==> config.mk <==
export PLATFORM = sky130hd
export DESIGN_NAME = ex_hazard_ctrl_flat
export DESIGN_NICKNAME = d
export VERILOG_FILES = /design/src/rtl/ex_hazard_ctrl_pkg.sv /design/src/rtl/ex_hazard_ctrl_if.sv /design/src/rtl/ex_hazard_ctrl_fwd_unit.sv /design/src/rtl/ex_hazard_ctrl.sv /design/src/flat_wrapper.sv
export SDC_FILE = /design/constraint.sdc
export NUM_CORES = 1
export LEC_CHECK = 0
export BUFFER_PORTS_ARGS = -buffer_cell sky130_fd_sc_hd__buf_4
export CAP_MARGIN = 30
export CORE_MARGIN = 2
export CORE_UTILIZATION = 51
export DETAILED_ROUTE_END_ITERATION = 12
export GPL_ROUTABILITY_DRIVEN = 0
export PLACE_DENSITY = 0.78
export SLEW_MARGIN = 15
export SYNTH_ARGS = -nofsm -noshare
export SYNTH_HDL_FRONTEND = slang
export SYNTH_HIERARCHICAL = 1
export SYNTH_SLANG_ARGS = --single-unit
export TNS_END_PERCENT = 30
==> constraint.sdc <==
create_clock -name clk -period 3.2 [get_ports clk]
set_input_delay 0.48 -clock clk [delete_from_list [all_inputs] [get_ports clk]]
set_output_delay 0.48 -clock clk [all_outputs]
set_load 0.01 [all_outputs]
==> src/rtl/ex_hazard_ctrl_pkg.sv <==
// rtl/ex_hazard_ctrl_pkg.sv - shared state encoding, forwarding selects and compare helper
package ex_hazard_ctrl_pkg;

    typedef enum logic [1:0] {
        ST_RUN      = 2'b00,
        ST_EX_BUSY  = 2'b01,
        ST_MEM_WAIT = 2'b10
    } hz_state_e;

    localparam logic [1:0] FWD_NONE = 2'b00;
    localparam logic [1:0] FWD_WB   = 2'b01;
    localparam logic [1:0] FWD_MEM  = 2'b10;

    // MEM is the younger producer, so it wins over WB; x0 is never a real producer.
    function automatic logic [1:0] fwd_sel(
        input logic [4:0] rs,
        input logic [4:0] mem_rd,
        input logic       mem_we,
        input logic [4:0] wb_rd,
        input logic       wb_we
    );
        if (mem_we && (mem_rd != 5'd0) && (mem_rd == rs)) begin
            return FWD_MEM;
        end else if (wb_we && (wb_rd != 5'd0) && (wb_rd == rs)) begin
            return FWD_WB;
        end
        return FWD_NONE;
    endfunction

endpackage

==> src/rtl/ex_hazard_ctrl_if.sv <==
// rtl/ex_hazard_ctrl_if.sv - pipeline <-> hazard controller signal bundle
interface ex_hazard_ctrl_if #(
    parameter int CNT_W = 32
);
    logic [4:0]       id_rs1;
    logic [4:0]       id_rs2;
    logic             id_use_rs1;
    logic             id_use_rs2;
    logic [4:0]       ex_rs1;
    logic [4:0]       ex_rs2;
    logic [4:0]       ex_rd;
    logic             ex_memread;
    logic             ex_mc_start;
    logic             ex_mc_done;
    logic [4:0]       mem_rd;
    logic             mem_regwrite;
    logic             mem_branch;
    logic             mem_zero;
    logic             mem_jal;
    logic             mem_jalr;
    logic             mem_access;
    logic             dmem_ready;
    logic [4:0]       wb_rd;
    logic             wb_regwrite;

    logic [1:0]       ForwardA;
    logic [1:0]       ForwardB;
    logic             pc_write;
    logic             ifid_write;
    logic             idex_write;
    logic             idex_bubble;
    logic             flush;
    logic             pc_redirect;
    logic             exmem_bubble;
    logic             memwb_write;
    logic             err_timeout;
    logic [CNT_W-1:0] stall_cnt;
    logic [CNT_W-1:0] flush_cnt;

    // Pipeline datapath side.
    modport master (
        output id_rs1, id_rs2, id_use_rs1, id_use_rs2,
        output ex_rs1, ex_rs2, ex_rd, ex_memread, ex_mc_start, ex_mc_done,
        output mem_rd, mem_regwrite, mem_branch, mem_zero, mem_jal, mem_jalr,
        output mem_access, dmem_ready, wb_rd, wb_regwrite,
        input  ForwardA, ForwardB, pc_write, ifid_write, idex_write, idex_bubble,
        input  flush, pc_redirect, exmem_bubble, memwb_write, err_timeout,
        input  stall_cnt, flush_cnt
    );

    // Hazard controller side.
    modport slave (
        input  id_rs1, id_rs2, id_use_rs1, id_use_rs2,
        input  ex_rs1, ex_rs2, ex_rd, ex_memread, ex_mc_start, ex_mc_done,
        input  mem_rd, mem_regwrite, mem_branch, mem_zero, mem_jal, mem_jalr,
        input  mem_access, dmem_ready, wb_rd, wb_regwrite,
        output ForwardA, ForwardB, pc_write, ifid_write, idex_write, idex_bubble,
        output flush, pc_redirect, exmem_bubble, memwb_write, err_timeout,
        output stall_cnt, flush_cnt
    );
endinterface

==> src/rtl/ex_hazard_ctrl_fwd_unit.sv <==
// rtl/ex_hazard_ctrl_fwd_unit.sv - combinational EX operand forwarding select
module fwd_unit
    import ex_hazard_ctrl_pkg::*;
(
    input  logic [4:0] ex_rs1,
    input  logic [4:0] ex_rs2,
    input  logic [4:0] mem_rd,
    input  logic       mem_regwrite,
    input  logic [4:0] wb_rd,
    input  logic       wb_regwrite,
    output logic [1:0] fwd_a,
    output logic [1:0] fwd_b
);

    assign fwd_a = fwd_sel(ex_rs1, mem_rd, mem_regwrite, wb_rd, wb_regwrite);
    assign fwd_b = fwd_sel(ex_rs2, mem_rd, mem_regwrite, wb_rd, wb_regwrite);

endmodule

==> src/rtl/ex_hazard_ctrl.sv <==
// rtl/ex_hazard_ctrl.sv - EX-stage hazard sequencer: forwarding, stalls, flushes, perf counters
module ex_hazard_ctrl
    import ex_hazard_ctrl_pkg::*;
#(
    parameter int MC_TIMEOUT = 64,
    parameter int CNT_W      = 32
) (
    input  logic         clk,
    input  logic         reset,
    ex_hazard_ctrl_if.slave hz
);

    localparam int TMR_W = $clog2(MC_TIMEOUT + 1);

    hz_state_e        state_q, state_d;
    logic [TMR_W-1:0] timer_q, timer_d;
    logic             pend_q, pend_d;
    logic             err_q, err_d;
    logic [CNT_W-1:0] stall_q, flush_q;
    logic             stall_inc, flush_inc;
    logic [1:0]       fwd_a, fwd_b;
    logic             redirect, load_use, mem_stall;

    fwd_unit u_fwd (
        .ex_rs1       (hz.ex_rs1),
        .ex_rs2       (hz.ex_rs2),
        .mem_rd       (hz.mem_rd),
        .mem_regwrite (hz.mem_regwrite),
        .wb_rd        (hz.wb_rd),
        .wb_regwrite  (hz.wb_regwrite),
        .fwd_a        (fwd_a),
        .fwd_b        (fwd_b)
    );

    assign redirect  = (hz.mem_branch && hz.mem_zero) || hz.mem_jal || hz.mem_jalr;
    assign load_use  = hz.ex_memread && (hz.ex_rd != 5'd0) &&
                       ((hz.id_use_rs1 && (hz.id_rs1 == hz.ex_rd)) ||
                        (hz.id_use_rs2 && (hz.id_rs2 == hz.ex_rd)));
    assign mem_stall = hz.mem_access && !hz.dmem_ready;

    assign hz.ForwardA    = reset ? fwd_a : FWD_NONE;
    assign hz.ForwardB    = reset ? fwd_b : FWD_NONE;
    assign hz.err_timeout = err_q;
    assign hz.stall_cnt   = stall_q;
    assign hz.flush_cnt   = flush_q;

    always_comb begin
        state_d         = state_q;
        timer_d         = timer_q;
        pend_d          = pend_q;
        err_d           = err_q;
        stall_inc       = 1'b0;
        flush_inc       = 1'b0;
        hz.pc_write     = 1'b1;
        hz.ifid_write   = 1'b1;
        hz.idex_write   = 1'b1;
        hz.idex_bubble  = 1'b0;
        hz.flush        = 1'b0;
        hz.pc_redirect  = 1'b0;
        hz.exmem_bubble = 1'b0;
        hz.memwb_write  = 1'b1;

        case (state_q)
            ST_RUN: begin
                if (mem_stall) begin
                    // A redirect seen while dmem stalls is replayed on the exit cycle.
                    state_d        = ST_MEM_WAIT;
                    pend_d         = redirect;
                    stall_inc      = 1'b1;
                    hz.pc_write    = 1'b0;
                    hz.ifid_write  = 1'b0;
                    hz.idex_write  = 1'b0;
                    hz.memwb_write = 1'b0;
                end else if (redirect) begin
                    flush_inc      = 1'b1;
                    hz.flush       = 1'b1;
                    hz.pc_redirect = 1'b1;
                end else if (hz.ex_mc_start) begin
                    state_d         = ST_EX_BUSY;
                    timer_d         = TMR_W'(1);
                    stall_inc       = 1'b1;
                    hz.pc_write     = 1'b0;
                    hz.ifid_write   = 1'b0;
                    hz.idex_write   = 1'b0;
                    hz.exmem_bubble = 1'b1;
                end else if (load_use) begin
                    stall_inc      = 1'b1;
                    hz.pc_write    = 1'b0;
                    hz.ifid_write  = 1'b0;
                    hz.idex_bubble = 1'b1;
                end
            end
            ST_EX_BUSY: begin
                if (hz.ex_mc_done) begin
                    state_d = ST_RUN;
                end else begin
                    stall_inc       = 1'b1;
                    hz.pc_write     = 1'b0;
                    hz.ifid_write   = 1'b0;
                    hz.idex_write   = 1'b0;
                    hz.exmem_bubble = 1'b1;
                    // Timer saturates so a hung unit keeps the flag without wrapping.
                    if (timer_q == TMR_W'(MC_TIMEOUT)) begin
                        err_d = 1'b1;
                    end else begin
                        timer_d = timer_q + TMR_W'(1);
                    end
                end
            end
            ST_MEM_WAIT: begin
                if (hz.dmem_ready) begin
                    state_d = ST_RUN;
                    if (pend_q) begin
                        pend_d         = 1'b0;
                        flush_inc      = 1'b1;
                        hz.flush       = 1'b1;
                        hz.pc_redirect = 1'b1;
                    end
                end else begin
                    stall_inc      = 1'b1;
                    hz.pc_write    = 1'b0;
                    hz.ifid_write  = 1'b0;
                    hz.idex_write  = 1'b0;
                    hz.memwb_write = 1'b0;
                end
            end
            default: begin
                state_d = ST_RUN;
            end
        endcase

        if (!reset) begin
            stall_inc       = 1'b0;
            flush_inc       = 1'b0;
            hz.pc_write     = 1'b0;
            hz.ifid_write   = 1'b0;
            hz.idex_write   = 1'b0;
            hz.idex_bubble  = 1'b0;
            hz.flush        = 1'b0;
            hz.pc_redirect  = 1'b0;
            hz.exmem_bubble = 1'b0;
            hz.memwb_write  = 1'b0;
        end
    end

    always_ff @(posedge clk or negedge reset) begin
        if (!reset) begin
            state_q <= ST_RUN;
            timer_q <= '0;
            pend_q  <= 1'b0;
            err_q   <= 1'b0;
            stall_q <= '0;
            flush_q <= '0;
        end else begin
            state_q <= state_d;
            timer_q <= timer_d;
            pend_q  <= pend_d;
            err_q   <= err_d;
            stall_q <= stall_q + CNT_W'(stall_inc);
            flush_q <= flush_q + CNT_W'(flush_inc);
        end
    end

endmodule

==> src/flat_wrapper.sv <==
// flat-port wrapper written by rule: the top's interface ports become plain ports
module ex_hazard_ctrl_flat import ex_hazard_ctrl_pkg::*;
#(
    parameter int MC_TIMEOUT = 64,
    parameter int CNT_W      = 32
)
  (clk, reset, hz_id_rs1, hz_id_rs2, hz_id_use_rs1, hz_id_use_rs2, hz_ex_rs1, hz_ex_rs2, hz_ex_rd, hz_ex_memread, hz_ex_mc_start, hz_ex_mc_done, hz_mem_rd, hz_mem_regwrite, hz_mem_branch, hz_mem_zero, hz_mem_jal, hz_mem_jalr, hz_mem_access, hz_dmem_ready, hz_wb_rd, hz_wb_regwrite, hz_ForwardA, hz_ForwardB, hz_pc_write, hz_ifid_write, hz_idex_write, hz_idex_bubble, hz_flush, hz_pc_redirect, hz_exmem_bubble, hz_memwb_write, hz_err_timeout, hz_stall_cnt, hz_flush_cnt);
  ex_hazard_ctrl_if #(.CNT_W(CNT_W)) hz_i ();
  input  logic clk;
  input  logic reset;
  input wire logic [$bits(hz_i.id_rs1)-1:0] hz_id_rs1;
  input wire logic [$bits(hz_i.id_rs2)-1:0] hz_id_rs2;
  input wire logic [$bits(hz_i.id_use_rs1)-1:0] hz_id_use_rs1;
  input wire logic [$bits(hz_i.id_use_rs2)-1:0] hz_id_use_rs2;
  input wire logic [$bits(hz_i.ex_rs1)-1:0] hz_ex_rs1;
  input wire logic [$bits(hz_i.ex_rs2)-1:0] hz_ex_rs2;
  input wire logic [$bits(hz_i.ex_rd)-1:0] hz_ex_rd;
  input wire logic [$bits(hz_i.ex_memread)-1:0] hz_ex_memread;
  input wire logic [$bits(hz_i.ex_mc_start)-1:0] hz_ex_mc_start;
  input wire logic [$bits(hz_i.ex_mc_done)-1:0] hz_ex_mc_done;
  input wire logic [$bits(hz_i.mem_rd)-1:0] hz_mem_rd;
  input wire logic [$bits(hz_i.mem_regwrite)-1:0] hz_mem_regwrite;
  input wire logic [$bits(hz_i.mem_branch)-1:0] hz_mem_branch;
  input wire logic [$bits(hz_i.mem_zero)-1:0] hz_mem_zero;
  input wire logic [$bits(hz_i.mem_jal)-1:0] hz_mem_jal;
  input wire logic [$bits(hz_i.mem_jalr)-1:0] hz_mem_jalr;
  input wire logic [$bits(hz_i.mem_access)-1:0] hz_mem_access;
  input wire logic [$bits(hz_i.dmem_ready)-1:0] hz_dmem_ready;
  input wire logic [$bits(hz_i.wb_rd)-1:0] hz_wb_rd;
  input wire logic [$bits(hz_i.wb_regwrite)-1:0] hz_wb_regwrite;
  output wire logic [$bits(hz_i.ForwardA)-1:0] hz_ForwardA;
  output wire logic [$bits(hz_i.ForwardB)-1:0] hz_ForwardB;
  output wire logic [$bits(hz_i.pc_write)-1:0] hz_pc_write;
  output wire logic [$bits(hz_i.ifid_write)-1:0] hz_ifid_write;
  output wire logic [$bits(hz_i.idex_write)-1:0] hz_idex_write;
  output wire logic [$bits(hz_i.idex_bubble)-1:0] hz_idex_bubble;
  output wire logic [$bits(hz_i.flush)-1:0] hz_flush;
  output wire logic [$bits(hz_i.pc_redirect)-1:0] hz_pc_redirect;
  output wire logic [$bits(hz_i.exmem_bubble)-1:0] hz_exmem_bubble;
  output wire logic [$bits(hz_i.memwb_write)-1:0] hz_memwb_write;
  output wire logic [$bits(hz_i.err_timeout)-1:0] hz_err_timeout;
  output wire logic [$bits(hz_i.stall_cnt)-1:0] hz_stall_cnt;
  output wire logic [$bits(hz_i.flush_cnt)-1:0] hz_flush_cnt;
  assign hz_i.id_rs1 = hz_id_rs1;
  assign hz_i.id_rs2 = hz_id_rs2;
  assign hz_i.id_use_rs1 = hz_id_use_rs1;
  assign hz_i.id_use_rs2 = hz_id_use_rs2;
  assign hz_i.ex_rs1 = hz_ex_rs1;
  assign hz_i.ex_rs2 = hz_ex_rs2;
  assign hz_i.ex_rd = hz_ex_rd;
  assign hz_i.ex_memread = hz_ex_memread;
  assign hz_i.ex_mc_start = hz_ex_mc_start;
  assign hz_i.ex_mc_done = hz_ex_mc_done;
  assign hz_i.mem_rd = hz_mem_rd;
  assign hz_i.mem_regwrite = hz_mem_regwrite;
  assign hz_i.mem_branch = hz_mem_branch;
  assign hz_i.mem_zero = hz_mem_zero;
  assign hz_i.mem_jal = hz_mem_jal;
  assign hz_i.mem_jalr = hz_mem_jalr;
  assign hz_i.mem_access = hz_mem_access;
  assign hz_i.dmem_ready = hz_dmem_ready;
  assign hz_i.wb_rd = hz_wb_rd;
  assign hz_i.wb_regwrite = hz_wb_regwrite;
  assign hz_ForwardA = hz_i.ForwardA;
  assign hz_ForwardB = hz_i.ForwardB;
  assign hz_pc_write = hz_i.pc_write;
  assign hz_ifid_write = hz_i.ifid_write;
  assign hz_idex_write = hz_i.idex_write;
  assign hz_idex_bubble = hz_i.idex_bubble;
  assign hz_flush = hz_i.flush;
  assign hz_pc_redirect = hz_i.pc_redirect;
  assign hz_exmem_bubble = hz_i.exmem_bubble;
  assign hz_memwb_write = hz_i.memwb_write;
  assign hz_err_timeout = hz_i.err_timeout;
  assign hz_stall_cnt = hz_i.stall_cnt;
  assign hz_flush_cnt = hz_i.flush_cnt;
  ex_hazard_ctrl #(.MC_TIMEOUT(MC_TIMEOUT), .CNT_W(CNT_W)) u_core (.clk(clk), .reset(reset), .hz(hz_i));
endmodule
==> results.py <==
metrics = {
    "synthesis": {
        "yosysSeqAreaShare_pct": 48.1,
        "synth_top_area_share_pct": 48.1,
        "yosysTopAreaCell": "dfrtp_1",
        "yosys_warnings": 6,
        "synth_commonest_cells": "dfrtp_1 (75), xnor2_1 (72), nand2_1 (41)",
        "ys.flop_type": "dfrtp_1",
        "synth_enable_flop_cells": 0,
        "async_reset_ff_share_pct": 100,
        "ys_ff_latch": 75,
        "synth_most_common_cell": "dfrtp_1",
        "syn_area_per_cell_sq_um": 10.6,
        "syn-num-nets": 425,
        "synth_area_sq_um": 3900,
        "yosys-top-cells-area": "dfrtp_1 (48%), xnor2_1 (16%), xor2_1 (4.9%), nand2_1 (3.9%), nand3_1 (3.5%)",
        "syn_inst": 369,
        "yosysUniqueCellTypes": 47,
    },
    "placement": {
        "placed_cells": 595,
        "numPortBuffers": 126,
        "dp_hpwl_um": 6730,
    },
    "global_route": {
        "grt.total_usage_pct": 21.7,
        "busiest_layer": "met2",
        "grt_overflow": 0,
        "grtUsageMet1_pct": 29.0,
        "global_route.usage.met2_pct": 34.7,
        "grt_first_pass_wirelength_um": 14600,
        "grt.met3_usage_pct": 4.07,
        "grt_max_degree": 59,
        "grt_pass1_vias": 3069,
        "antenna_found_initial": 0,
    },
    "clock_tree": {
        "cts_hold_buf": 0,
        "cts.sinks": 75,
        "clk_pin_slew_worst_paths_ns": 0.08,
        "cts_buffer_depth": 2,
        "tritoncts": "built",
        "cts_buffers": 9,
        "cts-resized-gates": 0,
        "root_buffer": "clkbuf_8",
        "htreeDepth": 3,
        "clk_latency_ns": 0.35,
        "cts_setup_buffers": 0,
    },
    "layout": {
        "nFillCells": 560,
        "fin_cells": 611,
        "area_growth_pct": 33.4,
        "layout.nets": 563,
        "layout.core_utilization_pct": 70.9,
        "antenna_cells": 0,
        "layout-drive-gt1-share_pct": 32.0,
    },
    "sta": {
        "relSlewSlack_pct": 53.7,
        "maxSlewViolCount": 0,
        "finalSetupTns_ns": 0,
        "fin_crit_ns": 2.82,
        "finalSetupViolCount": 0,
        "worst_slew_pin_slew_ns": 0.695,
        "clock_skew_ns": 0.0130,
        "clock.fmax_mhz": 354,
        "hold_viol": 0,
        "fin_crit_sh_pct": 88.2,
        "rsz0062_at_grt": "no",
    },
    "pwr": {
        "ir_worst_vdd_mv": 0.333,
        "totalPowerFinal_mw": 2.30,
        "comb_power_share_pct": 17.9,
        "switching_share_pct": 29.1,
        "internal-power_mw": 1.63,
        "pwr-share-seq_pct": 49.5,
        "power.switching_uw": 669,
        "power_frac_clock_pct": 32.6,
        "cellPowerDensity_nw_per_um2": 443,
        "p_leak_nw": 2.52,
    },
    "detailed_routing": {
        "drt_iter0_markers": 95,
        "routed_wl_um": 8730,
        "wl_per_cell_um": 14.3,
        "via_count": 3175,
        "drc": 0,
        "via_per_inst": 5.20,
        "dr.pass1.iters": 4,
        "ant_nets": 0,
    },
    "setup_path": {
        "critPathCaptureType": "register",
        "reg2regPathDepth": 9,
        "arrival_ns": 3.05,
        "timing.rr.end": "u_core/hz.flush_cnt[25]",
        "r2r_start": "u_core/state_q[1]",
        "crit_type": "in2reg",
        "r2r_slack_ns": 0.41,
        "required_ns": 3.43,
        "start_kind": "primary input",
        "cp_max_fo": 7,
        "cp-endpoint": "u_core/hz.stall_cnt[31]",
        "startpoint": "hz_mem_branch",
    },
    "floorplan": {
        "num_rows": 31,
        "coreArea_sq_um": 7330,
        "die_h_um": 91.4,
        "dieArea_sq_um": 8360,
        "start_util_pct": 53.2,
        "die_x_um": 91.4,
        "io_pins": 127,
    },
    "status": {
        "outcome": "finished clean",
    },
    "worst_hold_path": {
        "min_path_type": "in2async",
    },
    "job": {
        "cap_violations": 0,
    },
}
## cells in the final DEF, fill, tap and decap left out, types with 11 or more instances in the layout
cell | synthesis | routed
nand4_1 | 18 | 18
dfrtp_1 | 75 | 75
xnor2_1 | 72 | 72
buf_4 | 2 | 133
xor2_1 | 22 | 22
nand3_1 | 27 | 27
nand2_1 | 41 | 41
and2_1 | 11 | 11
nor2_1 | 13 | 13
## cell type report
| class | count | area [sq um] | share of cell area (%) |
|---|---|---|---|
| clock inverter | 6 | 72.6 | 1.40 |
| multi-input combinational | 283 | 1970 | 37.9 |
| inverter | 5 | 18.8 | 0.361 |
| tap | 99 | 124 | 2.38 |
| sequential | 75 | 1880 | 36.1 |
| timing repair buffer | 133 | 998 | 19.2 |
| clock buffer | 10 | 138 | 2.65 |
## logic make-up after synthesis
| logic type | synth area share (%) |
|---|---|
| compound gates | 4.40 |
| xor+xnor | 21.1 |
| fa+ha+maj | 1.93 |
| buf+inv | 1.28 |
| flops | 48.1 |
| simple gates | 23.1 |
## worst min path at each step
| stage | end | slack (ns) |
|---|---|---|
| finish | u_core/hz.flush_cnt[0] | 0.11 |
| global route | u_core/hz.flush_cnt[7] | 0.12 |
| CTS | u_core/hz.flush_cnt[1] | 0.10 |
| detailed placement | u_core/hz.stall_cnt[31] | 0.46 |
| global placement | u_core/hz.stall_cnt[31] | 0.46 |
| floorplan | u_core/hz.err_timeout | 0.18 |
## registers in the layout, summed over array words and instances (netlist names)
| name | cells |
|---|---|
| u_core/timer_q | 7 |
| u_core/hz.stall_cnt | 32 |
| u_core/hz.flush_cnt | 32 |
| u_core/hz.err_timeout | 1 |
| u_core/pend_q | 1 |
| u_core/state_q | 2 |
## per-layer routing
metal | vias to the layer above | routed length (um)
li1 | 1566 | -
met1 | 1511 | 3940
met2 | 85 | 4220
met3 | 13 | 416
met4 | 0 | 148
met5 | - | 0
## worst max-delay path, stage by stage
cell and delay (ns):
buf_4 0.11, a211oi_2 0.40, a21oi_1 0.12, o31ai_1 0.29
nand2_1 0.09, nand2_1 0.10, ha_1 0.25, nand3_1 0.13
or3_1 0.40, nor3_4 0.37, nand4_1 0.16, xnor2_1 0.15
## stage by stage
stage               hold slack (ns)  setup slack (ns)  instance area [sq um]
finish                        0.112             0.379                   5200
global route                  0.120             0.136                   5200
CTS                           0.105             0.369                   5200
detailed placement            0.464            0.0206                   4990
global placement              0.463            0.0962                   4990
floorplan                     0.184             0.382                   3900
## power by group through the flow
stage / registers, mW / clock network [mW] / logic (mW)
final: 1.14 / 0.751 / 0.413
after global routing: 1.16 / 0.811 / 0.455
after CTS: 1.14 / 0.771 / 0.420
after detailed placement: 1.16 / 0 / 0.417
after global placement: 1.16 / 0 / 0.410
after floorplan: 1.16 / 0 / 0.163
Power figures use the tool's default switching activity.
